===== src/rtl/packet_ejector_pkg.sv =====
// Shared parameters for the ejection endpoint: flit geometry, flit-type codes
// and the ejector FSM state encoding.
package packet_ejector_pkg;

    localparam int DW          = 32;
    localparam int PKT_LEN     = 8;
    localparam int PKT_LEN_LOG = 3;

    localparam logic [1:0] HEAD = 2'b01;
    localparam logic [1:0] BODY = 2'b10;
    localparam logic [1:0] TAIL = 2'b11;

    typedef enum logic [1:0] {
        ST_IDLE = 2'b00,
        ST_BODY = 2'b01,
        ST_DROP = 2'b10
    } ej_state_t;

endpackage


===== src/rtl/packet_ejector_if.sv =====
// Network-side and PE-side handshake bundle of the packet ejector.
interface packet_ejector_if;
    import packet_ejector_pkg::*;

    logic          valid_i_nw;
    logic [DW-1:0] data_i_nw;
    logic          ready_o_nw;
    logic          valid_o_pe;
    logic [DW-1:0] data_o_pe;
    logic          ready_i_pe;
    logic [9:0]    sid_o;
    logic          pkt_done_o;
    logic          err_o;

    modport slave (
        input  valid_i_nw, data_i_nw, ready_i_pe,
        output ready_o_nw, valid_o_pe, data_o_pe, sid_o, pkt_done_o, err_o
    );

    modport master (
        output valid_i_nw, data_i_nw, ready_i_pe,
        input  ready_o_nw, valid_o_pe, data_o_pe, sid_o, pkt_done_o, err_o
    );

endinterface


===== src/rtl/packet_ejector_commit_fifo.sv =====
// First-word-fall-through payload FIFO whose writes stay invisible to the
// reader until committed; an abort rolls the speculative pointer back.
module commit_fifo
    import packet_ejector_pkg::*;
#(
    parameter int WIDTH = DW,
    parameter int DEPTH = 2 * (PKT_LEN - 2),
    parameter int PTR_W = PKT_LEN_LOG + 2
) (
    input  logic             clk,
    input  logic             rstn,
    input  logic             write,
    input  logic [WIDTH-1:0] wr_data,
    input  logic             commit,
    input  logic             abort,
    input  logic             read,
    output logic [WIDTH-1:0] rd_data,
    output logic             spec_full,
    output logic             empty
);

    localparam int IW = PTR_W - 1;

    // Top bit flips on every modulo-DEPTH wrap so full and empty stay distinct.
    typedef struct packed {
        logic          wrap;
        logic [IW-1:0] idx;
    } ptr_t;

    function automatic ptr_t ptr_inc(input ptr_t p);
        ptr_t r;
        if (p.idx == IW'(DEPTH - 1)) begin
            r.wrap = ~p.wrap;
            r.idx  = {IW{1'b0}};
        end else begin
            r.wrap = p.wrap;
            r.idx  = p.idx + IW'(1);
        end
        return r;
    endfunction

    ptr_t             spec_wr_r;
    ptr_t             cmt_wr_r;
    ptr_t             rd_r;
    logic [WIDTH-1:0] mem_r [DEPTH];
    logic             push_s;
    logic             pop_s;

    assign spec_full = (spec_wr_r.idx == rd_r.idx) && (spec_wr_r.wrap != rd_r.wrap);
    assign empty     = (cmt_wr_r == rd_r);
    assign push_s    = write && !spec_full;
    assign pop_s     = read && !empty;
    assign rd_data   = empty ? {WIDTH{1'b0}} : mem_r[rd_r.idx];

    // Pointer registers: speculative, committed and read.
    always_ff @(posedge clk or negedge rstn) begin
        if (!rstn) begin
            spec_wr_r <= '{wrap: 1'b0, idx: {IW{1'b0}}};
            cmt_wr_r  <= '{wrap: 1'b0, idx: {IW{1'b0}}};
            rd_r      <= '{wrap: 1'b0, idx: {IW{1'b0}}};
        end else begin
            if (abort) begin
                spec_wr_r <= cmt_wr_r;
            end else if (push_s) begin
                spec_wr_r <= ptr_inc(spec_wr_r);
            end
            if (commit) begin
                cmt_wr_r <= spec_wr_r;
            end
            if (pop_s) begin
                rd_r <= ptr_inc(rd_r);
            end
        end
    end

    // Payload storage.
    always_ff @(posedge clk or negedge rstn) begin
        if (!rstn) begin
            for (int i = 0; i < DEPTH; i++) begin
                mem_r[i] <= {WIDTH{1'b0}};
            end
        end else if (push_s) begin
            mem_r[spec_wr_r.idx] <= wr_data;
        end
    end

endmodule


===== src/rtl/packet_ejector.sv =====
// Store-and-forward ejection endpoint: validates HEAD/BODY/TAIL framing and
// hands only complete packets' BODY flits to the PE. Optional SID filter: EJECT_SID_CHECK_EN.
module packet_ejector
    import packet_ejector_pkg::*;
#(
    parameter logic [9:0] EXP_SID       = 10'd0,
    parameter int         PAY_DEPTH     = 2 * (PKT_LEN - 2),
    parameter int         PAY_DEPTH_LOG = PKT_LEN_LOG + 2
) (
    input logic             clk,
    input logic             rstn,
    packet_ejector_if.slave bus
);

    localparam logic [PKT_LEN_LOG-1:0] BODY_MAX = PKT_LEN_LOG'(PKT_LEN - 2);

    ej_state_t              state_r;
    ej_state_t              state_s;
    logic [PKT_LEN_LOG-1:0] body_cnt_r;
    logic [PKT_LEN_LOG-1:0] body_cnt_s;
    logic [9:0]             pending_sid_r;
    logic [9:0]             pending_sid_s;
    logic [9:0]             sid_r;
    logic                   done_r;
    logic                   err_r;
    logic                   accept_s;
    logic                   wr_s;
    logic                   commit_s;
    logic                   abort_s;
    logic                   set_err_s;
    logic                   head_ok_s;
    logic                   spec_full_s;
    logic                   empty_s;
    logic [1:0]             flit_type_s;
    logic [9:0]             flit_sid_s;
    logic [DW-1:0]          rd_data_s;

    assign flit_type_s = bus.data_i_nw[DW-1 -: 2];
    assign flit_sid_s  = bus.data_i_nw[9:0];
    assign accept_s    = bus.valid_i_nw && bus.ready_o_nw;

`ifdef EJECT_SID_CHECK_EN
    assign head_ok_s = (flit_sid_s == EXP_SID);
`else
    logic unused_exp_sid_s;
    assign unused_exp_sid_s = ^EXP_SID;
    assign head_ok_s        = 1'b1;
`endif

    // Framing FSM: next state, payload write, commit/abort and error strobes.
    always_comb begin
        state_s       = state_r;
        body_cnt_s    = body_cnt_r;
        pending_sid_s = pending_sid_r;
        wr_s          = 1'b0;
        commit_s      = 1'b0;
        abort_s       = 1'b0;
        set_err_s     = 1'b0;
        if (accept_s) begin
            case (state_r)
                ST_BODY: begin
                    case (flit_type_s)
                        BODY: begin
                            if (body_cnt_r < BODY_MAX) begin
                                wr_s       = 1'b1;
                                body_cnt_s = body_cnt_r + PKT_LEN_LOG'(1);
                            end else begin
                                abort_s   = 1'b1;
                                set_err_s = 1'b1;
                                state_s   = ST_DROP;
                            end
                        end
                        TAIL: begin
                            if (body_cnt_r == BODY_MAX) begin
                                commit_s = 1'b1;
                            end else begin
                                abort_s   = 1'b1;
                                set_err_s = 1'b1;
                            end
                            state_s = ST_IDLE;
                        end
                        HEAD: begin
                            abort_s   = 1'b1;
                            set_err_s = 1'b1;
                            if (head_ok_s) begin
                                pending_sid_s = flit_sid_s;
                                body_cnt_s    = {PKT_LEN_LOG{1'b0}};
                                state_s       = ST_BODY;
                            end else begin
                                state_s = ST_DROP;
                            end
                        end
                        default: begin
                            abort_s   = 1'b1;
                            set_err_s = 1'b1;
                            state_s   = ST_DROP;
                        end
                    endcase
                end
                ST_IDLE, ST_DROP: begin
                    // Stray BODY/TAIL flag an error in IDLE but are silently eaten in DROP.
                    case (flit_type_s)
                        HEAD: begin
                            if (head_ok_s) begin
                                pending_sid_s = flit_sid_s;
                                body_cnt_s    = {PKT_LEN_LOG{1'b0}};
                                state_s       = ST_BODY;
                            end else begin
                                set_err_s = 1'b1;
                                state_s   = ST_DROP;
                            end
                        end
                        TAIL: begin
                            set_err_s = (state_r == ST_IDLE);
                            state_s   = ST_IDLE;
                        end
                        default: begin
                            set_err_s = (state_r == ST_IDLE);
                        end
                    endcase
                end
                default: begin
                    state_s = ST_IDLE;
                end
            endcase
        end else begin
            state_s = state_r;
        end
    end

    // FSM and packet-context registers.
    always_ff @(posedge clk or negedge rstn) begin
        if (!rstn) begin
            state_r       <= ST_IDLE;
            body_cnt_r    <= {PKT_LEN_LOG{1'b0}};
            pending_sid_r <= 10'd0;
        end else begin
            state_r       <= state_s;
            body_cnt_r    <= body_cnt_s;
            pending_sid_r <= pending_sid_s;
        end
    end

    // Status outputs: committed SID, commit pulse and sticky error.
    always_ff @(posedge clk or negedge rstn) begin
        if (!rstn) begin
            sid_r  <= 10'd0;
            done_r <= 1'b0;
            err_r  <= 1'b0;
        end else begin
            sid_r  <= commit_s ? pending_sid_r : sid_r;
            done_r <= commit_s;
            err_r  <= err_r | set_err_s;
        end
    end

    commit_fifo #(
        .WIDTH (DW),
        .DEPTH (PAY_DEPTH),
        .PTR_W (PAY_DEPTH_LOG)
    ) u_fifo (
        .clk       (clk),
        .rstn      (rstn),
        .write     (wr_s),
        .wr_data   (bus.data_i_nw),
        .commit    (commit_s),
        .abort     (abort_s),
        .read      (bus.ready_i_pe),
        .rd_data   (rd_data_s),
        .spec_full (spec_full_s),
        .empty     (empty_s)
    );

    assign bus.ready_o_nw = ~spec_full_s;
    assign bus.valid_o_pe = ~empty_s;
    assign bus.data_o_pe  = rd_data_s;
    assign bus.sid_o      = sid_r;
    assign bus.pkt_done_o = done_r;
    assign bus.err_o      = err_r;

endmodule


===== src/flat_wrapper.sv =====
// flat-port wrapper written by rule: the top's interface ports become plain ports
module packet_ejector_flat import packet_ejector_pkg::*;
#(
    parameter logic [9:0] EXP_SID       = 10'd0,
    parameter int         PAY_DEPTH     = 2 * (PKT_LEN - 2),
    parameter int         PAY_DEPTH_LOG = PKT_LEN_LOG + 2
)
  (clk, rstn, bus_valid_i_nw, bus_data_i_nw, bus_ready_i_pe, bus_ready_o_nw, bus_valid_o_pe, bus_data_o_pe, bus_sid_o, bus_pkt_done_o, bus_err_o);
  packet_ejector_if bus_i ();
  input logic clk;
  input logic rstn;
  input wire logic [$bits(bus_i.valid_i_nw)-1:0] bus_valid_i_nw;
  input wire logic [$bits(bus_i.data_i_nw)-1:0] bus_data_i_nw;
  input wire logic [$bits(bus_i.ready_i_pe)-1:0] bus_ready_i_pe;
  output wire logic [$bits(bus_i.ready_o_nw)-1:0] bus_ready_o_nw;
  output wire logic [$bits(bus_i.valid_o_pe)-1:0] bus_valid_o_pe;
  output wire logic [$bits(bus_i.data_o_pe)-1:0] bus_data_o_pe;
  output wire logic [$bits(bus_i.sid_o)-1:0] bus_sid_o;
  output wire logic [$bits(bus_i.pkt_done_o)-1:0] bus_pkt_done_o;
  output wire logic [$bits(bus_i.err_o)-1:0] bus_err_o;
  assign bus_i.valid_i_nw = bus_valid_i_nw;
  assign bus_i.data_i_nw = bus_data_i_nw;
  assign bus_i.ready_i_pe = bus_ready_i_pe;
  assign bus_ready_o_nw = bus_i.ready_o_nw;
  assign bus_valid_o_pe = bus_i.valid_o_pe;
  assign bus_data_o_pe = bus_i.data_o_pe;
  assign bus_sid_o = bus_i.sid_o;
  assign bus_pkt_done_o = bus_i.pkt_done_o;
  assign bus_err_o = bus_i.err_o;
  packet_ejector #(.EXP_SID(EXP_SID), .PAY_DEPTH(PAY_DEPTH), .PAY_DEPTH_LOG(PAY_DEPTH_LOG)) u_core (.clk(clk), .rstn(rstn), .bus(bus_i));
endmodule

===== config.mk =====
export PLATFORM = sky130hd
export DESIGN_NAME = packet_ejector_flat
export DESIGN_NICKNAME = d
export VERILOG_FILES = /design/src/rtl/packet_ejector_pkg.sv /design/src/rtl/packet_ejector_if.sv /design/src/rtl/packet_ejector_commit_fifo.sv /design/src/rtl/packet_ejector.sv /design/src/flat_wrapper.sv
export SDC_FILE = /design/constraint.sdc
export NUM_CORES = 1
export LEC_CHECK = 0
export CAP_MARGIN = 20
export CORE_ASPECT_RATIO = 0.5
export CORE_MARGIN = 4
export CORE_UTILIZATION = 45
export DETAILED_ROUTE_END_ITERATION = 8
export PLACE_DENSITY = 0.59
export RECOVER_POWER = 100
export SLEW_MARGIN = 20
export SYNTH_ARGS = -nofsm -noshare
export SYNTH_HDL_FRONTEND = slang
export SYNTH_SLANG_ARGS = --single-unit

===== constraint.sdc =====
create_clock -name clk -period 3.12 [get_ports clk]
set_clock_uncertainty 0.15 [all_clocks]
set_input_delay 0.78 -clock clk [delete_from_list [all_inputs] [get_ports clk]]
set_output_delay 0.78 -clock clk [all_outputs]
set_load 0.01 [all_outputs]

==> results of run 1 <==
flip-flops by register name, summed over array words and instances, names as in the netlist:
register                 flops
u_core.u_fifo.mem_r        384
u_core.bus.sid_o            10
u_core.pending_sid_r        10
u_core.u_fifo.cmt_wr_r       5
u_core.u_fifo.rd_r           5
u_core.u_fifo.spec_wr_r      5
u_core.body_cnt_r            3
u_core.state_r               2
u_core.bus.err_o             1
u_core.bus.pkt_done_o        1
worst max-delay path, cell delays in order, from the launching register on:
cell,delay [ps]
dfrtp_4,510
buf_12,160
buf_8,120
buf_4,140
xnor2_2,120
nand2_1,120
nor2_4,70
buf_12,140
buf_12,140
a21oi_2,140
buf_2,160
power by group through the flow:
| stage | sequential [W] | clock (W) | combinational, W |
|---|---|---|---|
| 2_1_floorplan | 0.00725 | 0 | 0.00391 |
| 3_3_place_gp | 0.00748 | 0 | 0.00596 |
| 3_5_place_dp | 0.00759 | 0 | 0.00609 |
| 4_1_cts | 0.00749 | 0.00535 | 0.00690 |
| 5_1_grt | 0.00763 | 0.00562 | 0.00731 |
| 6_report | 0.00751 | 0.00523 | 0.00689 |
layout by cell type (no fill, tap or decap), types with 7 or more instances in the layout:
master             n
a21oi_1           20
a21oi_2           10
a22oi_2           28
and2_1             7
buf_12            42
buf_2             27
buf_4             57
buf_6             15
clkbuf_1          14
clkbuf_16         43
clkbuf_8           9
clkdlybuf4s50_1   34
dfrtp_1          423
dlygate4sd3_1     13
ha_1               7
inv_1              7
mux2_2           261
mux2_4           127
mux4_2            96
nand2_1           40
nand2b_1           8
nand3_1            8
nor2_1             9
nor2_4             7
nor2b_1            8
xnor2_1            8
worst min path at each step:
| stage | startpoint | endpoint |
|---|---|---|
| 2_1_floorplan | u_core.u_fifo.mem_r[191] | u_core.u_fifo.mem_r[191] |
| 3_3_place_gp | u_core.u_fifo.mem_r[383] | u_core.u_fifo.mem_r[383] |
| 3_5_place_dp | u_core.u_fifo.mem_r[127] | u_core.u_fifo.mem_r[127] |
| 4_1_cts | u_core.u_fifo.mem_r[319] | u_core.u_fifo.mem_r[319] |
| 5_1_grt | u_core.u_fifo.mem_r[351] | u_core.u_fifo.mem_r[351] |
| 6_report | u_core.u_fifo.mem_r[63] | u_core.u_fifo.mem_r[63] |
per-layer routing:
layer	up-vias	track usage (%)	wire length, um
li1	4922	-	-
met4	2	3.37	538
met2	204	35.0	23900
met1	6318	29.8	23100
met3	47	3.54	1970
met5	-	0	13
timing repair:
item | in CTS | in global routing
endpoints found under the hold margin | 30 | 0
pin swaps | 47 | 9
buffers inserted | 28 | 11
gates resized for setup | 200 | 21
hold buffers | 1 | 0
cloned | 5 | 0
endpoints found under the setup margin | 34 | 33
final cells by class:
class,instances,area (sq um),area share (%)
flip-flops and latches,426,10700,44.4
multi-input cells,715,8840,36.8
repair buffers,211,2360,9.80
clock buffers,62,1240,5.15
well taps,588,736,3.06
clock inverters,12,169,0.703
inverters,7,26.3,0.109
stage by stage:
stage                     worst slack (ps)  total power (W)  TNS [ps]  hold WS (ps)
final                                 -189           0.0196    -11220           319
after global placement               -78.5           0.0134      -101           295
after global routing                  -258           0.0206    -23290           333
after floorplan                        384           0.0112         0           279
after CTS                             -194           0.0197     -4550           320
after detailed placement             -66.4           0.0137     -89.4           302
kinds of logic (layout without fill, tap and decap cells):
group           count (synthesis)  count (layout)  share of synthesized area, %
xor+xnor                       13              13                         0.573
simple gates                  119             119                          3.62
compound gates                 90              90                          3.08
fa+ha+maj                       7               7                         0.441
mux                           486             486                          35.4
flops                         426             426                          53.7
buf+inv                       116             292                          3.24
==> flow_metrics.py, run 1 <==
metrics = {
    "critical_path": {
        "worstPathRequired_ps": 2190,
        "endpoint_kind": "primary output",
        "critPathLaunchType": "flip-flop",
        "worst-r2r-setup-slack_ps": -170,
        "crit_start": "u_core.u_fifo.rd_r[0]",
        "critPathMaxFanout": 6,
        "r2r_end": "u_core.u_fifo.mem_r[200]",
        "cp.arrival_ps": 2380,
        "regToRegStartpoint": "u_core.u_fifo.rd_r[0]",
        "r2r_cells": 10,
        "path_class": "reg -> out",
        "crit_end": "bus_data_o_pe[5]",
    },
    "sta": {
        "slew-limit-headroom_pct": 23.5,
        "fin_crit_sh_pct": 106,
        "rsz0062_at_grt": "true",
        "clock.fmax_ghz": 0.302,
        "slew_violations": 0,
        "hold_viol_final": 0,
        "setup_violations": 85,
        "setup_slack_ps": -189,
        "period_needed_ps": 3310,
        "worst_pin_slew_ps": 1150,
    },
    "power": {
        "p_sw_w": 0.00587,
        "power_leakage_nw": 11.6,
        "clockPowerShare_pct": 26.6,
        "power.internal_w": 0.0138,
        "ir_drop_uv": 463,
        "seq_power_share_pct": 38.2,
        "combPwrFrac_pct": 35.1,
        "powerDensity_nw_per_um2": 817,
        "switching_share_pct": 29.9,
    },
    "placement": {
        "dpl.hpwl_um": 29200,
        "dp_cells": 1905,
        "place_congestion": 0.787,
        "portBuffers": 81,
        "place_area_sq_um": 22100,
    },
    "floorplan": {
        "core_sq_um": 43600,
        "die_x_um": 305,
        "io_pins": 82,
        "start_util_pct": 45.6,
        "die-area_sq_um": 47800,
        "die_y_um": 157,
        "rows": 54,
    },
    "final_layout": {
        "layout.cells.non_filler": 2021,
        "area.growth.synth_to_final_pct": 21.0,
        "antenna-diode-count": 0,
        "nFillCells": 3441,
        "fin_area_sq_um": 24000,
        "nets": 1445,
        "final_util_pct": 55.2,
        "drive_above_1_share_pct": 54.4,
    },
    "logic_synthesis": {
        "yosysMostFrequentCell": "dfrtp_1",
        "avgSynthCellArea_sq_um": 15.8,
        "synth_area_leaders": "dfrtp_1 (54%), mux2_2 (15%), mux4_2 (11%)",
        "synth_cells": 1257,
        "synth_edf_count": 0,
        "ys_types": 49,
        "synthesis.nets": 1300,
        "ys_top_cells_by_count": "dfrtp_1 (426), mux2_2 (261), mux2_4 (127)",
        "yosys.area.top_type": "dfrtp_1",
        "ys.flop_type": "dfrtp_1",
        "synth_top_area_share_pct": 53.7,
        "async_flop_share_pct": 100,
        "synth-seq-cells": 426,
        "ys_seq_area_share_pct": 53.7,
        "syn-cell-area_sq_um": 19900,
        "yosys_warnings": 0,
    },
    "global_route": {
        "first_global_vias": 12568,
        "grt_usage_pct": 21.0,
        "grt_overflow_total": 0,
        "grt_max_degree": 122,
        "grt_pass1_wl_um": 77700,
        "antenna_found_initial": 1,
    },
    "route": {
        "postRouteAntennaNets": 0,
        "dr.first_iter.drc_count": 628,
        "num_vias": 11493,
        "via_per_inst": 5.69,
        "routedWlPerCell_um": 24.5,
        "post-route-drc-count": 0,
        "firstDrtPassIters": 5,
        "finalWirelength_um": 49600,
    },
    "status": {
        "violations": "setup timing",
        "outcome": "finished, violations left",
    },
    "hold_path": {
        "whs_path_depth": 1,
        "worstHoldPathType": "reg -> reg",
    },
    "clock_tree": {
        "clk_pin_slew_ps": 60,
        "h-tree-depth": 2,
        "worstSkewPairLatency_ps": 540,
        "cts-root-buf": "clkbuf_16",
        "tritoncts.num_buffers": 41,
        "tritoncts": "built",
        "clockBufferDepth": 3,
        "cts.sinks": 426,
    },
    "flow_run": {
        "maxCapViolations": 0,
    },
}
(Power assumes the default switching activity.)
==> run 2: changes to the inputs <==
- CORE_UTILIZATION: 45 -> 60
- GPL_TIMING_DRIVEN: unset -> 0
- PLACE_DENSITY: 0.59 -> 0.76
==> flow_metrics.py, run 2 (same netlist as run 1, synthesis figures left out) <==
metrics = {
    "status": {
        "outcome": "finished, violations left",
        "violations": "capacitance limit, slew limit, setup timing",
    },
    "global_route": {
        "grt_overflow_total": 0,
        "first_global_vias": 12863,
        "antenna_found_initial": 0,
        "grt_max_degree": 109,
        "grt_pass1_wl_um": 76400,
        "grt_usage_pct": 27.6,
    },
    "sta": {
        "slew_violations": 66,
        "fin_tns_setup_ps": -4420,
        "setup_violations": 32,
        "period_needed_ps": 3320,
        "setup_slack_ps": -201,
        "slew-limit-headroom_pct": -8.20,
        "worst_pin_slew_ps": 1620,
        "hold_viol_final": 0,
        "fin_crit_sh_pct": 106,
        "clock.fmax_ghz": 0.301,
        "rsz0062_at_grt": "true",
    },
    "final_layout": {
        "drive_above_1_share_pct": 54.0,
        "nets": 1463,
        "antenna-diode-count": 0,
        "largest_reg_flops": 384,
        "layout_common_cells": "dfrtp_1 (425), mux2_2 (261), mux2_4 (127)",
        "layout.cells.non_filler": 1879,
        "final_common_cell": "dfrtp_1",
        "area.growth.synth_to_final_pct": 18.4,
        "regMostFlops": "u_core.u_fifo.mem_r",
    },
    "clock_tree": {
        "clk_pin_slew_ps": 70,
        "cts.sinks": 426,
        "worstSkewPairLatency_ps": 540,
        "ctsHoldBuffers": 0,
        "clockBufferDepth": 3,
        "h-tree-depth": 2,
        "tritoncts": "built",
        "cts-root-buf": "clkbuf_16",
        "tritoncts.num_buffers": 38,
    },
    "critical_path": {
        "cp.arrival_ps": 2390,
        "endpoint_kind": "primary output",
        "worstPathRequired_ps": 2190,
        "regToRegStartpoint": "u_core.u_fifo.rd_r[1]",
        "path_class": "reg -> out",
        "r2r_end": "u_core.u_fifo.mem_r[115]",
        "worst-r2r-setup-slack_ps": 210,
        "critPathLaunchType": "flip-flop",
        "r2r_cells": 9,
        "critPathMaxFanout": 7,
        "crit_start": "u_core.u_fifo.rd_r[0]",
    },
    "power": {
        "seq_power_share_pct": 39.0,
        "clockPowerShare_pct": 25.1,
        "switching_share_pct": 31.2,
        "powerDensity_nw_per_um2": 813,
        "power_leakage_nw": 11.5,
        "total_power_w": 0.0191,
        "p_sw_w": 0.00597,
        "ir_drop_uv": 391,
        "combPwrFrac_pct": 35.9,
        "power.internal_w": 0.0131,
    },
    "floorplan": {
        "rows": 46,
        "die_y_um": 137,
        "start_util_pct": 61.7,
        "die-area_sq_um": 36300,
        "io_pins": 82,
        "core_sq_um": 32200,
        "die_x_um": 265,
    },
    "hold_path": {
        "min_to": "u_core.u_fifo.mem_r[159]",
        "worstHoldPathType": "reg -> reg",
        "whs_path_depth": 1,
        "min_from": "u_core.u_fifo.mem_r[159]",
    },
    "route": {
        "postRouteAntennaNets": 0,
        "via_per_inst": 6.28,
        "dr.first_iter.drc_count": 1063,
        "m1WireLength_um": 21200,
        "firstDrtPassIters": 5,
        "dr.max_layer_used": "met4",
        "num_vias": 11806,
        "met2_length_um": 23700,
        "post-route-drc-count": 0,
        "routedWlPerCell_um": 26.1,
        "wl_met3_um": 3040,
        "finalWirelength_um": 49000,
    },
    "placement": {
        "dp_cells": 1774,
        "place_congestion": 0.859,
        "portBuffers": 81,
        "dp_slack_ps": -954,
        "dpl.hpwl_um": 30500,
    },
    "flow_run": {
        "maxCapViolations": 1,
    },
}
==> run 2: changes by cell type in the layout (fill, tap and decap cells not counted), sizes merged <==
cell / delta
buf: -24
bufbuf: -1
bufinv: -3
clkbuf: +46
clkdlybuf4s15: -1
clkdlybuf4s50: +12
clkinv: -2
dlygate4sd2: +1
dlygate4sd3: -13
inv: -1
==> run 2: through the flow <==
step / util (%) / instance area (sq um) / hold WS [ps]
2_1_floorplan: - / 19900 / 279
3_3_place_gp: 65.9 / 21200 / 295
3_5_place_dp: 66.3 / 21300 / 302
4_1_cts: 72.9 / 23400 / 43.8
5_1_grt: 73.1 / 23500 / 340
6_report: 73.1 / 23500 / 323
==> run 2: repair_timing <==
action | CTS | global route
setup buffers | 27 | 9
pin swaps | 19 | 29
endpoints found under the setup margin | 34 | 165
cloned | 6 | 1
resized for setup | 288 | 37
==> run 2: critical path, cell delays in order (launching register included) <==
cell,delay [ps]
dfrtp_2,440
buf_12,180
buf_12,130
buf_6,90
mux4_2,530
a22oi_2,250
a21oi_2,90
buf_2,140
==> run 2: worst max-delay path by stage <==
stage	end	cells past startpoint	slack, ps
floorplan	bus_data_o_pe[24]	6	380
global placement	u_core.u_fifo.mem_r[340]	1	-16200
detailed placement	bus_data_o_pe[30]	7	-950
CTS	bus_data_o_pe[23]	8	-290
global route	bus_data_o_pe[10]	7	-260
finish	bus_data_o_pe[27]	7	-200
==> run 2: power groups by stage <==
| stage | registers (W) | clock network [W] | logic, W |
|---|---|---|---|
| 3_5_place_dp | 0.00750 | 0 | 0.00550 |
| 3_3_place_gp | 0.00741 | 0 | 0.00531 |
| 2_1_floorplan | 0.00725 | 0 | 0.00391 |
| 6_report | 0.00746 | 0.00479 | 0.00686 |
| 4_1_cts | 0.00742 | 0.00484 | 0.00673 |
| 5_1_grt | 0.00758 | 0.00508 | 0.00725 |
==> run 2: cell type report <==
type / count / area (sq um)
buffer: 107 / 900
clock buffer: 61 / 1190
clock inverter: 6 / 60.1
fill: 1904 / 8660
inverter: 7 / 26.3
multi-input combinational: 715 / 8860
sequential: 426 / 10700
tap: 432 / 541
timing repair buffer: 125 / 1280
==> run 2: metal layers <==
metal	vias up	global-route usage (%)
li1	4956	-
met1	6416	38.9
met2	347	45.1
met3	87	5.23
met4	0	7.38
met5	-	0
